File: src/rtl/prefetch_request_ctrl.sv
// Code fetch pointer and icache request generator: issues level requests clamped to
// page and CS limit, advances on delivery reports, and flags a one-shot limit fault.
module prefetch_request_ctrl #(
  parameter int unsigned FIFO_THRESHOLD = 8,
  parameter int unsigned MAX_LENGTH     = 16
) (
  input  logic        clk,
  input  logic        rst_n,
  input  logic        pr_reset,
  input  logic [31:0] new_eip,
  input  logic [31:0] cs_base,
  input  logic [31:0] cs_limit,
  input  logic [4:0]  prefetchfifo_used,
  output logic        icacheread_do,
  output logic [31:0] icacheread_address,
  output logic [4:0]  icacheread_length,
  input  logic        prefetched_do,
  input  logic [4:0]  prefetched_length,
  output logic        prefetch_limit_fault,
  output logic [31:0] fetch_eip
);

  typedef enum logic [1:0] {
    ST_IDLE  = 2'd0,
    ST_RUN   = 2'd1,
    ST_FAULT = 2'd2
  } state_e;

  localparam logic [5:0] FIFO_THR = 6'(FIFO_THRESHOLD);
  localparam logic [4:0] MAX_LEN  = 5'(MAX_LENGTH);

  state_e      state_q, state_d;
  logic [31:0] eip_q, eip_d;
  logic [31:0] linear_s;
  logic [32:0] limit_rem_s;
  logic [12:0] page_rem_s;
  logic [4:0]  len_s;
  logic        fifo_ok_s;
  logic        req_s;
  logic        fault_s;

  // limit_rem is 33 bits so a full 4 GiB segment starting at 0 is representable
  assign linear_s    = cs_base + eip_q;
  assign limit_rem_s = (eip_q > cs_limit) ? 33'd0
                     : ({1'b0, cs_limit} - {1'b0, eip_q} + 33'd1);
  assign page_rem_s  = 13'd4096 - {1'b0, linear_s[11:0]};
  assign fifo_ok_s   = {1'b0, prefetchfifo_used} < FIFO_THR;

  // Request length: smallest of max burst, bytes left in page, bytes left in segment
  always_comb begin
    len_s = MAX_LEN;
    if (page_rem_s < 13'(len_s)) begin
      len_s = page_rem_s[4:0];
    end else begin
      len_s = len_s;
    end
    if (limit_rem_s < 33'(len_s)) begin
      len_s = limit_rem_s[4:0];
    end else begin
      len_s = len_s;
    end
  end

  // Next-state, pointer advance, request and fault pulse
  always_comb begin
    state_d = state_q;
    eip_d   = eip_q;
    req_s   = 1'b0;
    fault_s = 1'b0;
    if (pr_reset) begin
      state_d = ST_RUN;
      eip_d   = new_eip;
    end else begin
      case (state_q)
        ST_IDLE: begin
          state_d = ST_IDLE;
        end
        ST_RUN: begin
          if (limit_rem_s == 33'd0) begin
            fault_s = 1'b1;
            state_d = ST_FAULT;
          end else begin
            req_s = fifo_ok_s && (len_s != 5'd0);
            if (prefetched_do) begin
              eip_d = eip_q + {27'd0, prefetched_length};
            end else begin
              eip_d = eip_q;
            end
          end
        end
        ST_FAULT: begin
          state_d = ST_FAULT;
        end
        default: begin
          state_d = ST_IDLE;
        end
      endcase
    end
  end

  // State and fetch pointer registers
  always_ff @(posedge clk or negedge rst_n) begin
    if (!rst_n) begin
      state_q <= ST_IDLE;
      eip_q   <= 32'd0;
    end else begin
      state_q <= state_d;
      eip_q   <= eip_d;
    end
  end

  assign icacheread_do        = req_s;
  assign icacheread_address   = linear_s;
  assign icacheread_length    = (state_q == ST_RUN) ? len_s : 5'd0;
  assign prefetch_limit_fault = fault_s;
  assign fetch_eip            = eip_q;

endmodule

File: config.mk
export PLATFORM = sky130hd
export DESIGN_NAME = prefetch_request_ctrl
export DESIGN_NICKNAME = d
export VERILOG_FILES = /design/src/rtl/prefetch_request_ctrl.sv
export SDC_FILE = /design/constraint.sdc
export NUM_CORES = 1
export LEC_CHECK = 0
export BUFFER_PORTS_ARGS = -buffer_cell sky130_fd_sc_hd__buf_2
export CORE_MARGIN = 3
export CORE_UTILIZATION = 56
export CTS_CLUSTER_DIAMETER = 50
export DETAILED_ROUTE_END_ITERATION = 16
export PLACE_DENSITY = 0.83
export SLEW_MARGIN = 40
export SYNTH_ARGS = -nofsm -noshare
export SYNTH_HDL_FRONTEND = slang
export SYNTH_SLANG_ARGS = --single-unit
File: constraint.sdc
create_clock -name clk -period 6.7 [get_ports clk]
set_input_delay 1.005 -clock clk [delete_from_list [all_inputs] [get_ports clk]]
set_output_delay 1.005 -clock clk [all_outputs]
set_load 0.02 [all_outputs]
# Word level (Yosys, flattened, before mapping)
# Cells that the tools add are included.
[totals]
ff_bits = 34
wordCells = 38
[op_classes]
n_addsub = 5
order_cmp = 4
n_eq_ne = 4
mux = 17
reduce_logical = 6
[op_table]
columns = ["operator", "count"]
rows = [
  ["two-way mux 32 bit", 4],
  ["adder 33 x 1 -> 33 bit, second input constant", 1],
  ["zero test 33 bit", 1],
  ["< comparator 33 x 5 -> 1 bit", 1],
  ["two-way mux 33 bit", 1],
  ["subtractor 32 x 32 -> 33 bit", 1],
  ["adder 32 bit", 1],
  ["adder 32 x 5 -> 32 bit", 1],
  ["> comparator 32 bit", 1],
  ["two-way mux 5 bit", 3],
  ["< comparator 13 x 5 -> 1 bit, second input constant", 1],
  ["subtractor 13 x 12 -> 13 bit, first input constant", 1],
  ["two-way mux 1 bit", 6],
  ["< comparator 5 x 4 -> 1 bit, second input constant", 1],
  ["nonzero test 5 bit", 1],
  ["two-way mux 2 bit", 2],
  ["case mux 2 bit (2 select lines)", 1],
  ["nonzero test 2 bit", 2],
  ["inequality test 3 bit, second input constant", 1],
  ["AND reduction 3 bit", 1],
  ["equality test 2 x 1 -> 1 bit, second input constant", 1],
  ["equality test 2 bit, second input constant", 1],
  ["inequality test 2 bit, second input constant", 1],
  ["logical AND 1 bit", 1],
]

# Longest topological paths before layout
# Gate-level depths: netlist of run 1.
[depth]
word_depth = 11
depth_mapped = 22
depth_no_buf = 21

# Least setup slack after synthesis of run 1
# No wires, ideal clock.
[synth_timing]
path_type = "input-to-output"
startpoint = "input cs_base[0]"
endpoint = "output icacheread_do"
t_arrival_ns = 5.636
required_ns = 5.695
slack_ns = 0.059
path_stages = 21
n_path_buf = 0
cell_sequence = "ha_1 inv_1 fa_1 nor2b_1 o21ai_0 a21boi_0 o31a_1 o22a_1 o311ai_0 nand4_1 inv_1 nand2_1 ha_1 a21oi_1 nor2b_1 o21ai_0 nand2b_1 a41oi_1 o211ai_1 or4_1 a21oi_1"
[synth_via]
elab_chain_cells = 11
[synth_rtl]
columns = ["element", "line_no", "text"]
rows = [
  ["start, declared", "11", "input logic [31:0] cs_base,"],
  ["adder 32 bit (*)", "43", "assign linear_s = cs_base + eip_q;"],
  ["net icacheread_address[10]", "15", "output logic [31:0] icacheread_address,"],
  ["subtractor 13 x 12 -> 13 bit (*)", "46", "assign page_rem_s = 13'd4096 - {1'b0, linear_s[11:0]};"],
  ["< comparator 13 x 5 -> 1 bit (*)", "52", "if (page_rem_s < 13'(len_s)) begin"],
  ["two-way mux 5 bit (*)", "52", ""],
  ["< comparator 33 x 5 -> 1 bit", "57", "if (limit_rem_s < 33'(len_s)) begin"],
  ["two-way mux 5 bit (*)", "57", ""],
  ["nonzero test 5 bit (*)", "83", "req_s = fifo_ok_s && (len_s != 5'd0);"],
  ["logical AND 1 bit (*)", "83", ""],
  ["two-way mux 1 bit (*)", "79", "if (limit_rem_s == 33'd0) begin"],
  ["two-way mux 1 bit (*)", "74", "case (state_q)"],
  ["two-way mux 1 bit (*)", "70", "if (pr_reset) begin"],
  ["end, declared", "14", "output logic icacheread_do,"],
]
# The timed path passes the listed nets; every way through them passes the cells marked *.

# Final worst setup path of run 1
[layout_timing]
startpoint = "input cs_limit[7]"
endpoint = "output icacheread_do"
[layout_via]
elab_chain_cells = 10
[layout_rtl]
columns = ["element", "line_no", "text"]
rows = [
  ["start, declared", "12", "input logic [31:0] cs_limit,"],
  ["subtractor 32 x 32 -> 33 bit", "45", ": ({1'b0, cs_limit} - {1'b0, eip_q} + 33'd1);"],
  ["adder 33 x 1 -> 33 bit", "45", ""],
  ["two-way mux 33 bit (*)", "44", "assign limit_rem_s = (eip_q > cs_limit) ? 33'd0"],
  ["< comparator 33 x 5 -> 1 bit", "57", ""],
  ["two-way mux 5 bit", "57", ""],
  ["nonzero test 5 bit", "83", ""],
  ["logical AND 1 bit", "83", ""],
  ["two-way mux 1 bit (*)", "79", ""],
  ["two-way mux 1 bit (*)", "74", ""],
  ["two-way mux 1 bit (*)", "70", ""],
]
# Mark *: on every way between the ends. The rest lies on a longest branch, timed or not.

==> results.toml, run 1 <==
[route]
routedWlPerCell_um = 16.68
routed_via_density = 6.112
drc = 0
vias = 8153
first_pass_iters = 6
initialDrtViolationCount = 767
wirelength_mm = 22.25
postRouteAntennaNets = 0

[global_routing]
grt_pass1_vias = 7526
grt_pass1_wl_mm = 35.88
grt_use_total = 0.2950
antenna_found_initial = 2
overflow = 0
grt_start_max_net_pins = 40

[run_status]
status = "completed"

[setup_path]
r2r_cells = 15
reg2reg_slack_ns = 1.72
crit_arrival_ns = 5.46
cp_max_fo = 8
cp-end-kind = "output port"
cp-start-kind = "input port"
worstPathRequired_ns = 5.69
critical_path_class = "in -> out"

[final_layout]
layout_commonest_cell = "buf_2"
nFillCells = 1163
regArea_um2 = 850.8
area_growth_pct = 15.81
nets = 1410
drive_above_1_share = 0.1845
design_area_um2 = 8532
mostFrequentLayoutCells = "buf_2 (177), ha_1 (137), inv_1 (95), nor2_1 (74), a21oi_1 (74)"
multi_input_area_um2 = 5996

[place]
place_congestion = 0.9215
hpwl_mm = 18.20
dpl_cell_area_um2 = 8394
placement.io_buffers = 177

[floorplanning]
coreArea_um2 = 12720
start_util = 0.5791
ios = 181
die_h_um = 120.7
die_w_um = 120.7
dieArea_um2 = 14570
num_rows = 41

[power_and_ir_drop]
finalPower_mw = 1.607
seqPwrFrac = 0.166
swShare = 0.5011
p_leak_nw = 4.381
ir_drop_mv = 0.1064
clkPwrFrac = 0.134
pwr-share-comb = 0.700
power.switching_mw = 0.8055
power.density_nw_per_um2 = 188.4
internal_power_mw = 0.8019

[clocking]
cts.clk_slew.worst_paths_ns = 0.05
cts_tree = "done"
clock_sink_count = 34
cts_buffer_depth = 2
clk_latency_ns = 0.28
numCtsBuffers = 5
postCtsSetupBuffers = 0
clockRootBuffer = "clkbuf_16"
cts_max_level = 2

[worst_hold_path]
hold_class = "reg -> reg"
hold_path_depth = 1

[timing]
hold_violations = 0
drv_slew = 0
rsz0062_at_grt = "false"
setup_viol = 0
layout_worst_path_cycle_share = 0.9643
slew_headroom = 0.4750
setup_tns_ns = 0
tightest_slew_ns = 0.7874
fmax_mhz = 154.8
finalCriticalPeriod_ns = 6.461
finClkSkew_ns = 0.005476

[synth]
synthArstFlopShare = 1.000
synth_cell_types = 76
synthesis.area_um2 = 7367
synthFlopType = "dfrtp_1"
syn_nets = 1246
ys_seq_elements = 34
synth.avg_cell_area_um2 = 7.397
synth_cells = 996
synth_seq_area_share = 0.1155
synth_edf_count = 0
yosysWarnings = 0

[job]
drv_cap = 0
[final cells by class]
cell class / instances / share of cell area
Sequential cell: 34 / 0.09972
Multi-Input combinational cell: 835 / 0.7027
Inverter: 95 / 0.04179
Antenna cell: 2 / 0.0005866
Timing Repair Buffer: 189 / 0.1144
Clock buffer: 7 / 0.01554
Tap cell: 172 / 0.02522
[cell families after synthesis]
| kind of cell | share of synthesized area |
|---|---|
| xor+xnor | 0.05112 |
| buf+inv | 0.07116 |
| fa+ha+maj | 0.2408 |
| simple gates | 0.2235 |
| mux | 0.01376 |
| compound gates | 0.2841 |
| flops | 0.1155 |
[power groups by stage]
stage               registers (mW)  logic, mW  clock network, mW
floorplan                    0.279      0.796                  0
global placement             0.267       1.08                  0
CTS                          0.265       1.11              0.216
detailed placement           0.268       1.10                  0
global route                 0.270       1.24              0.222
finish                       0.267       1.13              0.215
[sequential cells by signal, summed over array words and instances, names as in the netlist]
name / count
fetch_eip: 32
state_q: 2
[per-stage QoR]
step	util	setup WS [ns]	hold WS (ns)	cells
2_1_floorplan	-	0.05860	0.4903	996
4_1_cts	0.6702	0.2576	0.5234	1332
3_5_place_dp	0.6598	0.2535	0.5130	1325
5_1_grt	0.6706	0.05972	0.5393	1334
6_report	0.6706	0.2391	0.5253	1334
3_3_place_gp	0.6598	0.3041	0.5023	1325
[worst max-delay path, stage by stage]
cell,delay (ns)
buf_2,0.10
inv_1,0.04
ha_1,0.33
ha_1,0.43
nand3_1,0.17
a2111o_1,0.47
a311oi_2,0.38
a211oi_2,0.17
o311ai_1,0.30
o41ai_1,0.12
or4_4,0.54
nor4b_4,0.42
o211ai_1,0.15
or4_1,0.52
a21oi_1,0.14
buf_2,0.17
[Yosys cell counts, drive strengths merged (3+ instances only)]
| library cell | number | share of area |
|---|---|---|
| o211ai | 13 | 0.013 |
| o21bai | 8 | 0.0082 |
| or3 | 9 | 0.0076 |
| nor2b | 10 | 0.0085 |
| and3 | 15 | 0.013 |
| a21o | 44 | 0.045 |
| nor3 | 28 | 0.019 |
| nand2b | 8 | 0.0068 |
| a31o | 6 | 0.0071 |
| inv | 95 | 0.048 |
| nand4 | 33 | 0.028 |
| a31oi | 30 | 0.025 |
| o31a | 4 | 0.0048 |
| mux2i | 9 | 0.012 |
| xnor2 | 23 | 0.027 |
| dfrtp | 34 | 0.12 |
| fa | 3 | 0.0082 |
| o21ai | 68 | 0.046 |
| nand4b | 3 | 0.0036 |
| ha | 137 | 0.23 |
| or4 | 3 | 0.0036 |
| or2 | 7 | 0.0059 |
| a211oi | 10 | 0.011 |
| nor4 | 6 | 0.0051 |
| buf | 12 | 0.011 |
| o311ai | 5 | 0.0059 |
| nand3 | 32 | 0.022 |
| o21a | 12 | 0.012 |
| nor2 | 74 | 0.038 |
| a311oi | 5 | 0.0068 |
| xor2 | 20 | 0.024 |
| clkbuf | 19 | 0.010 |
| a21oi | 74 | 0.050 |
| and2 | 7 | 0.0059 |
| a22oi | 3 | 0.0031 |
| o31ai | 3 | 0.0031 |
| and4 | 6 | 0.0071 |
| nand2 | 70 | 0.036 |
| o2111ai | 3 | 0.0036 |
| a211o | 4 | 0.0048 |
| a21boi | 5 | 0.0051 |
| nor3b | 3 | 0.0031 |
[metal layers]
layer,share of wire,global-route usage
met5,0,0
met1,0.45,0.4212
met2,0.45,0.4736
met4,0.021,0.07436
met3,0.079,0.03508
[repair_timing]
item	in CTS	in global routing
resized for setup	0	2
hold buffers	0	0
setup endpoints to repair	0	1
[path summary, 6_finish.rpt]
check,start,end
setup / recovery,cs_limit[7],icacheread_do
hold / removal,state_q[0],state_q[0]
setup reg to reg,fetch_eip[6],fetch_eip[21]
hold reg to reg,state_q[0],state_q[0]
max in group asynchronous,rst_n,fetch_eip[0]
min in group asynchronous,rst_n,fetch_eip[28]
Power figures use the tool's default switching activity.
==> inputs of run 2 (changes only) <==
--- a/config.mk
+++ b/config.mk
@@ -10,6 +10,7 @@
 export CORE_UTILIZATION = 56
 export CTS_CLUSTER_DIAMETER = 50
 export DETAILED_ROUTE_END_ITERATION = 16
+export MAX_ROUTING_LAYER = met4
 export PLACE_DENSITY = 0.83
 export SLEW_MARGIN = 40
 export SYNTH_ARGS = -nofsm -noshare
==> run 2 against run 1 <==
Effect of this change: die area stayed put; total power hardly changed; wire length is 1.2% lower; combinational power hardly changed; critical path type unchanged.
==> results.toml, run 2 (synthesis gave the netlist of run 1 again) <==
[final_layout]
drive_above_1_share = 0.1866
layout_commonest_cell = "buf_2"
mostFrequentLayoutCells = "buf_2 (176), ha_1 (137), inv_1 (95), nor2_1 (74), a21oi_1 (74)"
nFillCells = 1131
fin_util = 0.6726
nets = 1413
largest_reg_flops = 32
area_growth_pct = 16.15

[timing]
hold_violations = 0
layout_worst_path_cycle_share = 0.9647
setup_tns_ns = 0
tightest_slew_ns = 0.6847
rsz0062_at_grt = "false"
drv_slew = 0
finClkSkew_ns = 0.005161
slew_headroom = 0.5435
holdWs_ns = 0.5179
setup_viol = 0
fmax_mhz = 154.7
finalCriticalPeriod_ns = 6.463

[route]
wirelength_mm = 21.98
initialDrtViolationCount = 873
first_pass_iters = 5
postRouteAntennaNets = 0
routed_via_density = 6.073
vias = 8120
routedWlPerCell_um = 16.44
drc = 0

[floorplanning]
start_util = 0.5791
num_rows = 41
die_h_um = 120.7
dieArea_um2 = 14570
die_w_um = 120.7
ios = 181
coreArea_um2 = 12720

[setup_path]
crit_buf_inv = 4
reg2reg_from = "fetch_eip[1]"
crit_path_start = "cs_limit[1]"
path_cells = "buf_2 > inv_1 > ha_1 > inv_1 > ha_1 > fa_1 > nand3_1 > a2111o_1 > a311oi_2 > a211oi_2 > o311ai_1 > o41ai_1 > or4_4 > nor4b_4 > o211ai_1 > or4_1 > a21oi_1 > buf_2"
cp_max_fo = 4
crit_arrival_ns = 5.46
critical_path_class = "in -> out"
cp-start-kind = "input port"
slowest_delay_ns = 0.53
worstPathRequired_ns = 5.69
crit_slowest_cell = "or4_4"
cp-end-kind = "output port"
crit_family = "compound AO/OA/AOI/OAI gates"

[global_routing]
grt_use_total = 0.2958
grt_pass1_vias = 7290
antenna_found_initial = 2
overflow = 0
grt_start_max_net_pins = 49
grt_pass1_wl_mm = 34.88

[clocking]
cts_max_level = 2
clock_sink_count = 34
cts.clk_slew.worst_paths_ns = 0.05
cts_hold_buf = 0
clockRootBuffer = "clkbuf_16"
cts_tree = "done"
cts_buffer_depth = 2
numCtsBuffers = 5
clk_latency_ns = 0.27

[place]
hpwl_mm = 18.01
placement.io_buffers = 177
place_congestion = 0.9498

[power_and_ir_drop]
ir_drop_mv = 0.1227
power.density_nw_per_um2 = 187.9
p_leak_nw = 4.396

[run_status]
status = "completed"

[worst_hold_path]
hold_class = "reg -> reg"
hp-start = "state_q[0]"

[job]
drv_cap = 0
==> run 2: cell types whose count changed in the layout (fill, tap and decap cells not counted) <==
cell / previous run / this run
buf_2: 177 / 176
buf_4: 12 / 16
o311ai_1: 3 / 2
o311ai_0: 2 / 3
==> run 2: power breakdown <==
| group | leakage (nW) | switching, mW | internal [mW] | total [mW] |
|---|---|---|---|---|
| Sequential | 0.385 | 0.0408 | 0.227 | 0.267 |
| Combinational | 3.95 | 0.683 | 0.442 | 1.12 |
| Clock | 0.0640 | 0.0800 | 0.136 | 0.216 |
==> run 2: final cells by class <==
| class | count | area [um2] | share of cell area |
|---|---|---|---|
| inverter | 95 | 356.6 | 0.04167 |
| clock buffer | 7 | 132.6 | 0.01550 |
| multi-input combinational | 835 | 5996 | 0.7007 |
| timing repair buffer | 192 | 1001 | 0.1170 |
| antenna | 2 | 5.005 | 0.0005849 |
| sequential | 34 | 850.8 | 0.09943 |
| tap | 172 | 215.2 | 0.02515 |
==> run 2: per-layer routing <==
metal | vias to the layer above | GRT usage | wire, um
li1 | 4008 | - | -
met2 | 316 | 0.4656 | 9855
met5 | - | - | 0
met1 | 3754 | 0.4111 | 9949
met4 | 0 | 0.06657 | 509
met3 | 42 | 0.03368 | 1667
==> run 2: repair_timing <==
item	in CTS	in global routing
hold endpoints to repair	0	0
buffers inserted	0	2
gates resized for setup	0	1
setup endpoints to repair	0	1
==> run 2: worst paths after layout <==
path / endpoint / slack, ns / cells past startpoint
setup / recovery: icacheread_do / 0.24 / 18
hold / removal: state_q[0] / 0.52 / 1
setup reg to reg: fetch_eip[16] / 1.70 / 17
hold reg to reg: state_q[0] / 0.52 / 1
max in group asynchronous: fetch_eip[12] / 5.69 / 1
min in group asynchronous: fetch_eip[31] / 0.67 / 1
==> run 2: metrics by stage <==
step | setup WS (ns) | std cells | area [um2] | total power, mW
finish | 0.2368 | 1337 | 8557 | 1.607
global route | 0.003654 | 1337 | 8557 | 1.736
CTS | 0.2128 | 1333 | 8534 | 1.591
detailed placement | 0.2359 | 1326 | 8402 | 1.369
global placement | 0.3162 | 1326 | 8402 | 1.352
floorplan | 0.05860 | 996 | 7367 | 1.076
==> inputs of run 3 (changes only) <==
--- a/config.mk
+++ b/config.mk
@@ -12,6 +12,7 @@
 export DETAILED_ROUTE_END_ITERATION = 16
 export MAX_ROUTING_LAYER = met4
 export PLACE_DENSITY = 0.83
+export REMOVE_ABC_BUFFERS = 1
 export SLEW_MARGIN = 40
 export SYNTH_ARGS = -nofsm -noshare
 export SYNTH_HDL_FRONTEND = slang
==> run 3 against run 2 <==
Effect of this change: count of clock-buffer cells in the layout down 2; fmax up 0.70%; sequential power about the same; largest cell class unchanged.
==> results.toml, run 3 (synthesis gave the netlist of run 1 again) <==
[run_status]
status = "completed"

[setup_path]
reg2reg_slack_ns = 1.82
path_cells = "buf_2 > inv_1 > ha_1 > inv_1 > ha_1 > fa_1 > nand3_1 > a2111o_1 > a311oi_2 > a211oi_2 > o311ai_1 > o41ai_1 > or4_4 > nor4b_4 > buf_4 > o211ai_1 > or4_1 > a21oi_1 > buf_2"
crit_arrival_ns = 5.41
slowest_delay_ns = 0.54
crit_slowest_cell = "or4_4"
cp_max_fo = 4
crit-reg2reg-capture = "fetch_eip[9]"
r2r_cells = 17
cp-start-kind = "input port"
cp-end-kind = "output port"
worstPathRequired_ns = 5.69
reg2reg_from = "fetch_eip[1]"
critical_path_class = "in -> out"
crit_path_start = "cs_limit[1]"

[route]
drc = 0
postRouteAntennaNets = 0
routedWlPerCell_um = 16.32
vias = 8130
routed_via_density = 6.072
wirelength_mm = 21.85
first_pass_iters = 8
initialDrtViolationCount = 1029

[final_layout]
nFillCells = 1145
drive_above_1_share = 0.1897
layout_commonest_cell = "buf_2"
largest_reg_flops = 32
instances_no_fill = 1339
nets = 1414
mostFrequentLayoutCells = "buf_2 (176), ha_1 (137), inv_1 (95), nor2_1 (74), a21oi_1 (74)"
area_growth_pct = 17.09

[power_and_ir_drop]
p_leak_nw = 4.432
ir_drop_mv = 0.1171
power.density_nw_per_um2 = 196.4
finalPower_mw = 1.694

[clocking]
clockRootBuffer = "clkbuf_16"
cts_max_level = 2
cts_tree = "done"
numCtsBuffers = 5
clock_sink_count = 34
cts_hold_buf = 0
cts_buffer_depth = 2
cts.clk_slew.worst_paths_ns = 0.06
clk_latency_ns = 0.28

[floorplanning]
start_util = 0.5791
num_rows = 41
coreArea_um2 = 12720
dieArea_um2 = 14570
die_w_um = 120.7
ios = 181
die_h_um = 120.7

[place]
hpwl_mm = 17.80
place_ws_ns = 0.1532
place_congestion = 0.9796
placement.io_buffers = 177
dp_cells = 1327

[timing]
holdWs_ns = 0.5316
finClkSkew_ns = 0.004447
setup_slack_ns = 0.2817
fmax_mhz = 155.8
slew_headroom = 0.5755
drv_slew = 0
rsz0062_at_grt = "false"
hold_violations = 0
tightest_slew_ns = 0.6367
layout_worst_path_cycle_share = 0.9580
setup_viol = 0
finalCriticalPeriod_ns = 6.418

[worst_hold_path]
hp-start = "state_q[0]"
hold_path_depth = 1
hold_end = "state_q[0]"
hold_class = "reg -> reg"

[global_routing]
overflow = 0
grt_pass1_vias = 7347
grt_start_max_net_pins = 49
grt_use_total = 0.2998
antenna_found_initial = 1
grt_pass1_wl_mm = 35.35

[job]
drv_cap = 0
run 3: changes by cell type in the layout (fill, tap and decap cells not counted), sizes merged:
cell and delta:
bufinv +2, clkbuf -2, buf +1, clkinv +1
run 3: timing repair:
| item | 4_1_cts | 5_1_grt |
|---|---|---|
| setup buffers | 0 | 2 |
| gates resized for setup | 0 | 2 |
| endpoints found under the setup margin | 0 | 1 |
run 3: worst max path at each step:
stage | to | slack (ns) | cells after the start
floorplan | icacheread_do | -0.15 | 21
detailed placement | icacheread_do | 0.15 | 18
finish | icacheread_do | 0.28 | 19
global route | icacheread_do | 0.05 | 24
global placement | icacheread_do | 0.26 | 18
CTS | icacheread_do | 0.16 | 18
run 3: final cells by class:
| cell class | count | area (um2) | area share |
|---|---|---|---|
| diodes | 2 | 5.005 | 0.0005802 |
| clock buffers | 5 | 125.1 | 0.01451 |
| clock inverters | 3 | 68.82 | 0.007978 |
| inverters | 95 | 356.6 | 0.04134 |
| multi-input cells | 835 | 5996 | 0.6951 |
| flip-flops and latches | 34 | 850.8 | 0.09864 |
| well taps | 172 | 215.2 | 0.02495 |
| repair buffers | 193 | 1008 | 0.1169 |
run 3: critical path: cells and delay by family:
| family | cells | cell delay (ns) |
|---|---|---|
| buf+inv | 5 | 0.54 |
| fa+ha+maj | 3 | 0.72 |
| compound gates | 7 | 1.71 |
| simple gates | 4 | 1.43 |
run 3: report_power, final:
part	leakage, nW	total, mW	internal [mW]	switching, mW
registers	0.385	0.267	0.226	0.0408
logic	3.95	1.12	0.442	0.679
clock network	0.0940	0.306	0.214	0.0923
total	4.43	1.69	0.883	0.812
run 3: routing by layer:
layer | track usage | routed length (um) | part of all wire | up-vias
met4 | 0.07507 | 528 | 0.024 | 0
met5 | - | 0 | 0 | -
met1 | 0.4176 | 9810 | 0.45 | 3711
met2 | 0.4750 | 9856 | 0.45 | 363
li1 | - | - | - | 4017
met3 | 0.02292 | 1651 | 0.076 | 39
run 3: through the flow:
step / setup TNS (ns) / util / cell area (um2)
6_report: 0 / 0.6780 / 8626
5_1_grt: 0 / 0.6778 / 8623
4_1_cts: 0 / 0.6762 / 8603
3_5_place_dp: 0 / 0.6610 / 8409
3_3_place_gp: 0 / 0.6610 / 8409
2_1_floorplan: -0.1531 / - / 7199
